## src/rtl/cfs_apb_pkg.sv

```systemverilog
// Shared types and constants for the CFS APB master.
// Holds the transfer state encoding and the data and wait-counter widths.
package cfs_apb_pkg;

  localparam int APB_DATA_WIDTH = 32;
  localparam int WAIT_CNT_WIDTH = 8;

  typedef enum logic [1:0] {
    IDLE   = 2'd0,
    SETUP  = 2'd1,
    ACCESS = 2'd2,
    RESP   = 2'd3
  } apb_state_e;

endpackage

```

## src/rtl/cfs_apb_master.sv

```systemverilog
// Single-outstanding APB master with request/response handshakes and an
// optional ACCESS-phase timeout. Every output is driven straight from a register.
module cfs_apb_master
  import cfs_apb_pkg::*;
#(
  parameter int APB_ADDR_WIDTH = 16,
  parameter int TIMEOUT_CYCLES = 16
) (
  input  logic                      pclk,
  input  logic                      presetn,
  input  logic                      req_valid,
  output logic                      req_ready,
  input  logic [APB_ADDR_WIDTH-1:0] req_addr,
  input  logic                      req_write,
  input  logic [APB_DATA_WIDTH-1:0] req_wdata,
  output logic                      rsp_valid,
  input  logic                      rsp_ready,
  output logic [APB_DATA_WIDTH-1:0] rsp_rdata,
  output logic                      rsp_slverr,
  output logic                      rsp_timeout,
  output logic [APB_ADDR_WIDTH-1:0] paddr,
  output logic                      pwrite,
  output logic                      psel,
  output logic                      penable,
  output logic [APB_DATA_WIDTH-1:0] pwdata,
  input  logic                      pready,
  input  logic [APB_DATA_WIDTH-1:0] prdata,
  input  logic                      pslverr
);

  localparam logic [WAIT_CNT_WIDTH-1:0] TIMEOUT_LIMIT = WAIT_CNT_WIDTH'(TIMEOUT_CYCLES);
  localparam logic                      TIMEOUT_EN    = (TIMEOUT_CYCLES != 0);
  localparam logic [APB_ADDR_WIDTH-1:0] ADDR_ZERO     = {APB_ADDR_WIDTH{1'b0}};
  localparam logic [APB_DATA_WIDTH-1:0] DATA_ZERO     = {APB_DATA_WIDTH{1'b0}};
  localparam logic [WAIT_CNT_WIDTH-1:0] CNT_ZERO      = {WAIT_CNT_WIDTH{1'b0}};
  localparam logic [WAIT_CNT_WIDTH-1:0] CNT_ONE       = {{(WAIT_CNT_WIDTH-1){1'b0}}, 1'b1};
  localparam logic [WAIT_CNT_WIDTH-1:0] CNT_MAX       = {WAIT_CNT_WIDTH{1'b1}};

  apb_state_e                state_r, state_s;
  logic [WAIT_CNT_WIDTH-1:0] wait_cnt_r, wait_cnt_s, wait_inc_s;
  logic                      req_ready_r, req_ready_s;
  logic                      psel_r, psel_s, penable_r, penable_s;
  logic [APB_ADDR_WIDTH-1:0] paddr_r, paddr_s;
  logic                      pwrite_r, pwrite_s;
  logic [APB_DATA_WIDTH-1:0] pwdata_r, pwdata_s;
  logic                      rsp_valid_r, rsp_valid_s;
  logic [APB_DATA_WIDTH-1:0] rsp_rdata_r, rsp_rdata_s;
  logic                      rsp_slverr_r, rsp_slverr_s;
  logic                      rsp_timeout_r, rsp_timeout_s;

  // Next-state, captured command, response capture and registered output values
  always_comb begin
    state_s       = state_r;
    wait_cnt_s    = wait_cnt_r;
    paddr_s       = paddr_r;
    pwrite_s      = pwrite_r;
    pwdata_s      = pwdata_r;
    rsp_rdata_s   = rsp_rdata_r;
    rsp_slverr_s  = rsp_slverr_r;
    rsp_timeout_s = rsp_timeout_r;
    // Saturate so a disabled timeout never lets the counter wrap
    wait_inc_s    = (wait_cnt_r == CNT_MAX) ? wait_cnt_r : (wait_cnt_r + CNT_ONE);

    case (state_r)
      IDLE: begin
        rsp_rdata_s   = DATA_ZERO;
        rsp_slverr_s  = 1'b0;
        rsp_timeout_s = 1'b0;
        if (req_valid && req_ready_r) begin
          state_s    = SETUP;
          paddr_s    = req_addr;
          pwrite_s   = req_write;
          pwdata_s   = req_wdata;
          wait_cnt_s = CNT_ZERO;
        end else begin
          paddr_s  = ADDR_ZERO;
          pwrite_s = 1'b0;
          pwdata_s = DATA_ZERO;
        end
      end
      SETUP: begin
        state_s = ACCESS;
      end
      ACCESS: begin
        // pready wins over the timeout when both land in the same cycle
        if (pready) begin
          state_s       = RESP;
          rsp_rdata_s   = pwrite_r ? DATA_ZERO : prdata;
          rsp_slverr_s  = pslverr;
          rsp_timeout_s = 1'b0;
          paddr_s       = ADDR_ZERO;
          pwrite_s      = 1'b0;
          pwdata_s      = DATA_ZERO;
        end else if (TIMEOUT_EN && (wait_inc_s == TIMEOUT_LIMIT)) begin
          state_s       = RESP;
          wait_cnt_s    = wait_inc_s;
          rsp_rdata_s   = DATA_ZERO;
          rsp_slverr_s  = 1'b1;
          rsp_timeout_s = 1'b1;
          paddr_s       = ADDR_ZERO;
          pwrite_s      = 1'b0;
          pwdata_s      = DATA_ZERO;
        end else begin
          wait_cnt_s = wait_inc_s;
        end
      end
      RESP: begin
        if (rsp_ready) begin
          state_s = IDLE;
        end else begin
          state_s = RESP;
        end
      end
      default: begin
        state_s = IDLE;
      end
    endcase

    req_ready_s = (state_s == IDLE);
    psel_s      = (state_s == SETUP) || (state_s == ACCESS);
    penable_s   = (state_s == ACCESS);
    rsp_valid_s = (state_s == RESP);
  end

  // State and output registers with synchronous active-low reset
  always_ff @(posedge pclk) begin
    if (!presetn) begin
      state_r       <= IDLE;
      wait_cnt_r    <= CNT_ZERO;
      req_ready_r   <= 1'b0;
      psel_r        <= 1'b0;
      penable_r     <= 1'b0;
      paddr_r       <= ADDR_ZERO;
      pwrite_r      <= 1'b0;
      pwdata_r      <= DATA_ZERO;
      rsp_valid_r   <= 1'b0;
      rsp_rdata_r   <= DATA_ZERO;
      rsp_slverr_r  <= 1'b0;
      rsp_timeout_r <= 1'b0;
    end else begin
      state_r       <= state_s;
      wait_cnt_r    <= wait_cnt_s;
      req_ready_r   <= req_ready_s;
      psel_r        <= psel_s;
      penable_r     <= penable_s;
      paddr_r       <= paddr_s;
      pwrite_r      <= pwrite_s;
      pwdata_r      <= pwdata_s;
      rsp_valid_r   <= rsp_valid_s;
      rsp_rdata_r   <= rsp_rdata_s;
      rsp_slverr_r  <= rsp_slverr_s;
      rsp_timeout_r <= rsp_timeout_s;
    end
  end

  assign req_ready   = req_ready_r;
  assign psel        = psel_r;
  assign penable     = penable_r;
  assign paddr       = paddr_r;
  assign pwrite      = pwrite_r;
  assign pwdata      = pwdata_r;
  assign rsp_valid   = rsp_valid_r;
  assign rsp_rdata   = rsp_rdata_r;
  assign rsp_slverr  = rsp_slverr_r;
  assign rsp_timeout = rsp_timeout_r;

endmodule

```

## config.mk

```make
export PLATFORM = sky130hd
export DESIGN_NAME = cfs_apb_master
export DESIGN_NICKNAME = d
export VERILOG_FILES = /design/src/rtl/cfs_apb_pkg.sv /design/src/rtl/cfs_apb_master.sv
export SDC_FILE = /design/constraint.sdc
export NUM_CORES = 1
export LEC_CHECK = 0
export ABC_AREA = 1
export CAP_MARGIN = 20
export CORE_UTILIZATION = 45
export DETAILED_ROUTE_END_ITERATION = 8
export PLACE_DENSITY = 0.85
export SKIP_CTS_REPAIR_TIMING = 1
export SLEW_MARGIN = 0
export SYNTH_ARGS = -nofsm -noshare
export SYNTH_HDL_FRONTEND = slang
export SYNTH_SLANG_ARGS = --single-unit
```

## constraint.sdc

```tcl
create_clock -name pclk -period 6.1 [get_ports pclk]
set_input_delay 0.915 -clock pclk [delete_from_list [all_inputs] [get_ports pclk]]
set_output_delay 0.915 -clock pclk [all_outputs]
set_load 0.02 [all_outputs]
```

==> flow_summary.ini, run 1 <==
[clock_tree]
cts.sinks = 97
cts_made_buffers = 9
cts_buffer_depth = 2
path_clk_slew_ns = 0.09
clk_latency_ns = 0.35
cts_root_buf = clkbuf_8
cts_htree_levels = 3
cts_tree = done

[timing]
tightest_slew_ns = 0.8792
slew_headroom = 0.4139
rsz0062_at_grt = false
setup-tns-final_ns = 0
maxSlewViolCount = 0
fmax_mhz = 339.6
fin_crit_ns = 2.944
hold_viol_final = 0
fin_crit_sh = 0.4827
finalClockSkew_ns = 0.01046
setup_violations = 0

[setup_path]
path_depth = 14
worstRegToRegCells = 14
worst_setup_path_start_kind = flip-flop
reg2reg_to = psel
end_kind = flip-flop
crit_chain = ha_1 > nand2_1 > nor2_1 > nand2_4 > clkinv_1 > nand2_1 > nand2_1 > nor2_2 > nand2_4 > nand3_1 > inv_1 > ha_1 > nand2_1 > inv_1
crit_type = reg -> reg
crit_arrival_ns = 3.19
cp.buffers_inverters = 3
endpoint = psel
critPathSlowestCell = nand2_4
path_max_fanout = 85
setup.worst_path.start = wait_cnt_r[1]
path_common_cell = nand2_1
crit-reg2reg-launch = wait_cnt_r[1]
crit_required_ns = 6.35
crit_family = simple AND/OR/NAND/NOR gates
crit_path_max_incr_delay_ns = 0.63
reg2reg_slack_ns = 3.16

[global_route]
gr-total-overflow = 0
grt_max_degree = 86
track_usage = 0.2471
grt_first_pass_wirelength_mm = 17.94
grt_pass1_vias = 3925
antenna_found_initial = 0

[synthesis]
synthMuxAreaShare = 0
synth_top_family_by_area = simple AND/OR/NAND/NOR gates
mappedNetlistNets = 601
synthDistinctLibCells = 28
synth_compound_area_frac = 0.1230
synth-simple-area-share = 0.2917
yosysSeqAreaShare = 0.4868
synth-adder-area-share = 0.01255
yosys.area_share.xor_xnor = 0.002196
synthCells = 510
synth.cell_area_um2 = 3989
syn_avg_cell_area_um2 = 7.821
ys_warn_count = 0
ys_seq_elements = 97

[power]
leakage_nw = 2.074
vdd_drop_max_mv = 0.1246
total_power_mw = 1.306
power.density_nw_per_um2 = 222.6

[final_layout]
multi_input_comb_area_um2 = 1718
layout.nets = 744
final_cell_mix = 173 x clkdlybuf4s50_1, 120 x nand2_1, 97 x dfxtp_1, 88 x a21oi_1, 85 x nand4_1
synthToLayoutAreaGrowth_pct = 47.08
diodes = 0
fillCellCount = 662
drive_gt1_frac = 0.04871
final_common_cell = clkdlybuf4s50_1
regArea_um2 = 1942

[routing]
drc = 0
routed_via_density = 5.495
drtIter0Drc = 193
via_count = 4187
routedWlPerCell_um = 15.25
ant_nets = 0
drt_wl_total_mm = 11.62
drtPass1Iterations = 5

[floorplan]
start_util = 0.4759
die-area_um2 = 9245
num_rows = 33
coreArea_um2 = 8382
ioPinCount = 174
die_y_um = 96.15
fp.dieW_um = 96.15

[placement]
hpwl_mm = 7.795
gp_congestion = 0.8508
io_buffers = 173

[min_path]
hold_path_class = reg -> reg

[run_status]
status = complete, no violations

[run]
drv_cap = 0
cells in the mapped netlist:
cell | number | area (um^2)
nor2_4 | 1 | 11.26
nand3_1 | 13 | 65.06
nand4_1 | 85 | 531.8
inv_1 | 25 | 93.84
a31oi_1 | 2 | 12.51
nand2_1 | 121 | 454.2
a2bb2oi_1 | 1 | 8.760
xnor2_1 | 1 | 8.760
buf_6 | 5 | 56.30
clkinv_1 | 2 | 7.510
clkbuf_1 | 24 | 90.09
ha_1 | 4 | 50.05
a21oi_1 | 88 | 440.4
buf_1 | 12 | 45.04
buf_2 | 3 | 15.01
o22ai_1 | 1 | 6.260
nand2_2 | 1 | 6.260
nor2_2 | 2 | 12.51
nor2_1 | 11 | 41.29
inv_2 | 1 | 3.750
dfxtp_1 | 97 | 1942
o21ai_0 | 3 | 15.01
o21bai_1 | 1 | 7.510
and2_4 | 1 | 8.760
nand2_4 | 2 | 22.52
buf_8 | 1 | 15.01
nand3_2 | 1 | 10.01
buf_4 | 1 | 7.510
report_power, final:
group	total [mW]	leakage (nW)	switching (mW)	internal [mW]
logic	0.230	1.19	0.127	0.103
registers	0.667	0.785	0.0126	0.655
clock network	0.409	0.0981	0.211	0.198
total	1.31	2.07	0.350	0.956
area by class of cell:
class / count / area share
Clock buffer: 10 / 0.02346
Inverter: 28 / 0.01791
Multi-Input combinational cell: 339 / 0.2928
Tap cell: 105 / 0.02239
Sequential cell: 97 / 0.3310
Timing Repair Buffer: 178 / 0.3028
Clock inverter: 5 / 0.009597
worst reg2reg max path, cell delays in order (launching register included):
cell      delay [ns]
dfxtp_1         0.43
ha_1            0.24
nand2_1         0.09
nor2_1          0.18
nand2_4         0.12
clkinv_1        0.09
nand2_1         0.05
nand2_1         0.09
nor2_2          0.07
nand2_4         0.63
nand3_1         0.34
inv_1           0.17
ha_1            0.24
nand2_1         0.06
inv_1           0.04
cells by family after synthesis:
group / count (synthesis)
compound gates: 96
xor+xnor: 1
fa+ha+maj: 4
buf+inv: 74
flops: 97
simple gates: 238
metrics by stage:
step	std cells	area (um^2)	utilization	setup slack (ns)	hold slack (ns)
floorplan	510	3989	-	4.035	0.4538
global placement	746	5658	0.6750	3.139	0.4641
detailed placement	747	5673	0.6768	3.074	0.4769
CTS	762	5867	0.7000	3.214	0.4884
global route	762	5867	0.7000	2.915	0.5092
finish	762	5867	0.7000	3.156	0.4851
layer usage:
metal | wire length [um] | GRT usage | vias to the layer above
li1 | - | - | 2043
met1 | 4724 | 0.2989 | 1960
met2 | 5747 | 0.4243 | 175
met3 | 1037 | 0.06240 | 9
met4 | 108 | 0.08458 | 0
met5 | 0 | 0 | -
worst min-delay path by stage:
| stage | from | to | slack [ns] | cells after the start |
|---|---|---|---|---|
| after CTS | wait_cnt_r[6] | wait_cnt_r[6] | 0.49 | 2 |
| final | wait_cnt_r[6] | wait_cnt_r[6] | 0.49 | 2 |
| after floorplan | wait_cnt_r[6] | wait_cnt_r[6] | 0.45 | 2 |
| after global routing | rsp_rdata[9] | rsp_rdata[9] | 0.51 | 2 |
| after global placement | wait_cnt_r[6] | wait_cnt_r[6] | 0.46 | 2 |
| after detailed placement | wait_cnt_r[6] | wait_cnt_r[6] | 0.48 | 2 |
registers in the layout, indices dropped and copies added (netlist names):
signal and count:
paddr 16, penable 1, psel 1, pwdata 32
pwrite 1, req_ready 1, rsp_rdata 32, rsp_slverr 1
rsp_timeout 1, rsp_valid 1, state_r 2, wait_cnt_r 8
No activity file was read; power rests on OpenSTA's default activity.
==> inputs of run 2 (changes only) <==
--- a/config.mk
+++ b/config.mk
@@ -7,9 +7,9 @@
 export LEC_CHECK = 0
 export ABC_AREA = 1
 export CAP_MARGIN = 20
-export CORE_UTILIZATION = 45
+export CORE_UTILIZATION = 42
 export DETAILED_ROUTE_END_ITERATION = 8
-export PLACE_DENSITY = 0.85
+export PLACE_DENSITY = 0.8
 export SKIP_CTS_REPAIR_TIMING = 1
 export SLEW_MARGIN = 0
 export SYNTH_ARGS = -nofsm -noshare
==> constraint.sdc (replaced) <==
create_clock -name pclk -period 2.9 [get_ports pclk]
set_input_delay 0.435 -clock pclk [delete_from_list [all_inputs] [get_ports pclk]]
set_output_delay 0.435 -clock pclk [all_outputs]
set_load 0.02 [all_outputs]
==> run 2 against run 1 <==
  * First-iteration DRC count increased by 56%
  * Critical path depth decreased by 2
  * Via count decreased by 0.36%
  * Setup slack got worse by 2.5 ns
  * Die area increased by 7.0%
  * Maximum frequency increased by 34%
  * Wire length decreased by 0.59%
==> flow_summary.ini, run 2 (synthesis gave the netlist of run 1 again) <==
[routing]
routedWlPerCell_um = 14.60
drtIter0Drc = 301
ant_nets = 0
drtPass1Iterations = 5
routed_via_density = 5.274
drc = 0
drt_wl_total_mm = 11.55
via_count = 4172

[final_layout]
final_cell_mix = 173 x clkdlybuf4s50_1, 120 x nand2_1, 97 x dfxtp_1, 88 x a21oi_1, 85 x nand4_1
layout.nets = 748
final_common_cell = clkdlybuf4s50_1
diodes = 0
synthToLayoutAreaGrowth_pct = 48.46
drive_gt1_frac = 0.05287

[setup_path]
cp.buffers_inverters = 2
crit_chain = ha_1 > nand2_1 > nor2_1 > nand2_4 > clkinv_1 > nand2_1 > nand2_1 > nor2_2 > nand2_4 > buf_12 > nand4_1 > a21oi_1
crit_family = simple AND/OR/NAND/NOR gates
crit_required_ns = 3.19
crit_arrival_ns = 2.49
path_common_cell = nand2_1
path_max_fanout = 84
crit_path_max_incr_delay_ns = 0.43
crit_type = reg -> reg
worst_setup_path_start_kind = flip-flop
critPathSlowestCell = dfxtp_1
end_kind = flip-flop

[global_route]
gr-total-overflow = 0
antenna_found_initial = 0
grt_max_degree = 85
grt_pass1_vias = 3945
grt_first_pass_wirelength_mm = 18.77
track_usage = 0.2350

[floorplan]
fp.dieW_um = 99.46
die-area_um2 = 9891
start_util = 0.4317
ioPinCount = 174
coreArea_um2 = 9240
die_y_um = 99.46
num_rows = 35

[min_path]
hold_path_class = reg -> reg

[timing]
setup-tns-final_ns = 0
tightest_slew_ns = 0.5641
setup_violations = 0
hold_viol_final = 0
slew_headroom = 0.6240
maxSlewViolCount = 0
fmax_mhz = 453.7
finalClockSkew_ns = 0.01545
rsz0062_at_grt = false
fin_crit_sh = 0.7600
fin_crit_ns = 2.204

[run_status]
status = complete, no violations

[placement]
io_buffers = 173
gp_congestion = 0.8657
hpwl_mm = 7.723

[clock_tree]
cts.sinks = 97
path_clk_slew_ns = 0.09
cts_htree_levels = 3
cts_buffer_depth = 2
cts_tree = done
cts_made_buffers = 9
cts_root_buf = clkbuf_8
clk_latency_ns = 0.36

[power]
vdd_drop_max_mv = 0.2556
power.density_nw_per_um2 = 451.9
leakage_nw = 2.079
total_power_mw = 2.676

[run]
drv_cap = 0
[run 2: worst paths after layout]
| path | start | to | slack [ns] | depth (start not counted) |
|---|---|---|---|---|
| max reg2reg | wait_cnt_r[1] | paddr[0] | 0.70 | 12 |
| max | wait_cnt_r[1] | paddr[0] | 0.70 | 12 |
| min | wait_cnt_r[6] | wait_cnt_r[6] | 0.49 | 2 |
| min reg2reg | wait_cnt_r[6] | wait_cnt_r[6] | 0.49 | 2 |
[run 2: per-layer routing]
metal / up-vias / routed length, um / GRT usage
met4: 0 / 255 / 0.09955
met2: 164 / 5518 / 0.3841
li1: 2056 / - / -
met1: 1933 / 4877 / 0.2904
met5: - / 0 / 0
met3: 19 / 897 / 0.06676
[run 2: cell type report]
class,instances,area [um^2]
clock buffer,11,131.4
sequential,97,1942
clock inverter,5,40.04
fill,815,3318
tap,129,161.4
inverter,28,105.1
multi-input combinational,339,1718
timing repair buffer,182,1824
[run 2: through the flow]
stage          instance area, um^2  cells  utilization  setup slack [ns]  hold WS, ns
2_1_floorplan                 3989    510            -            0.8351       0.4538
3_3_place_gp                  5751    775       0.6223            0.8488       0.4675
3_5_place_dp                  5751    775       0.6223            0.7329       0.4764
4_1_cts                       5922    791       0.6409            0.7117       0.4892
5_1_grt                       5922    791       0.6409            0.4844       0.5095
6_report                      5922    791       0.6409            0.6959       0.4858
[run 2: tightest hold or removal path, stage by stage (launching register included)]
cell and delay, ns:
dfxtp_1 0.33, nand2_1 0.06, a21oi_1 0.05
[run 2: power by group]
group	internal, mW	switching [mW]
sequential	1.38	0.0241
clock	0.317	0.471
combinational	0.220	0.266
total	1.91	0.761
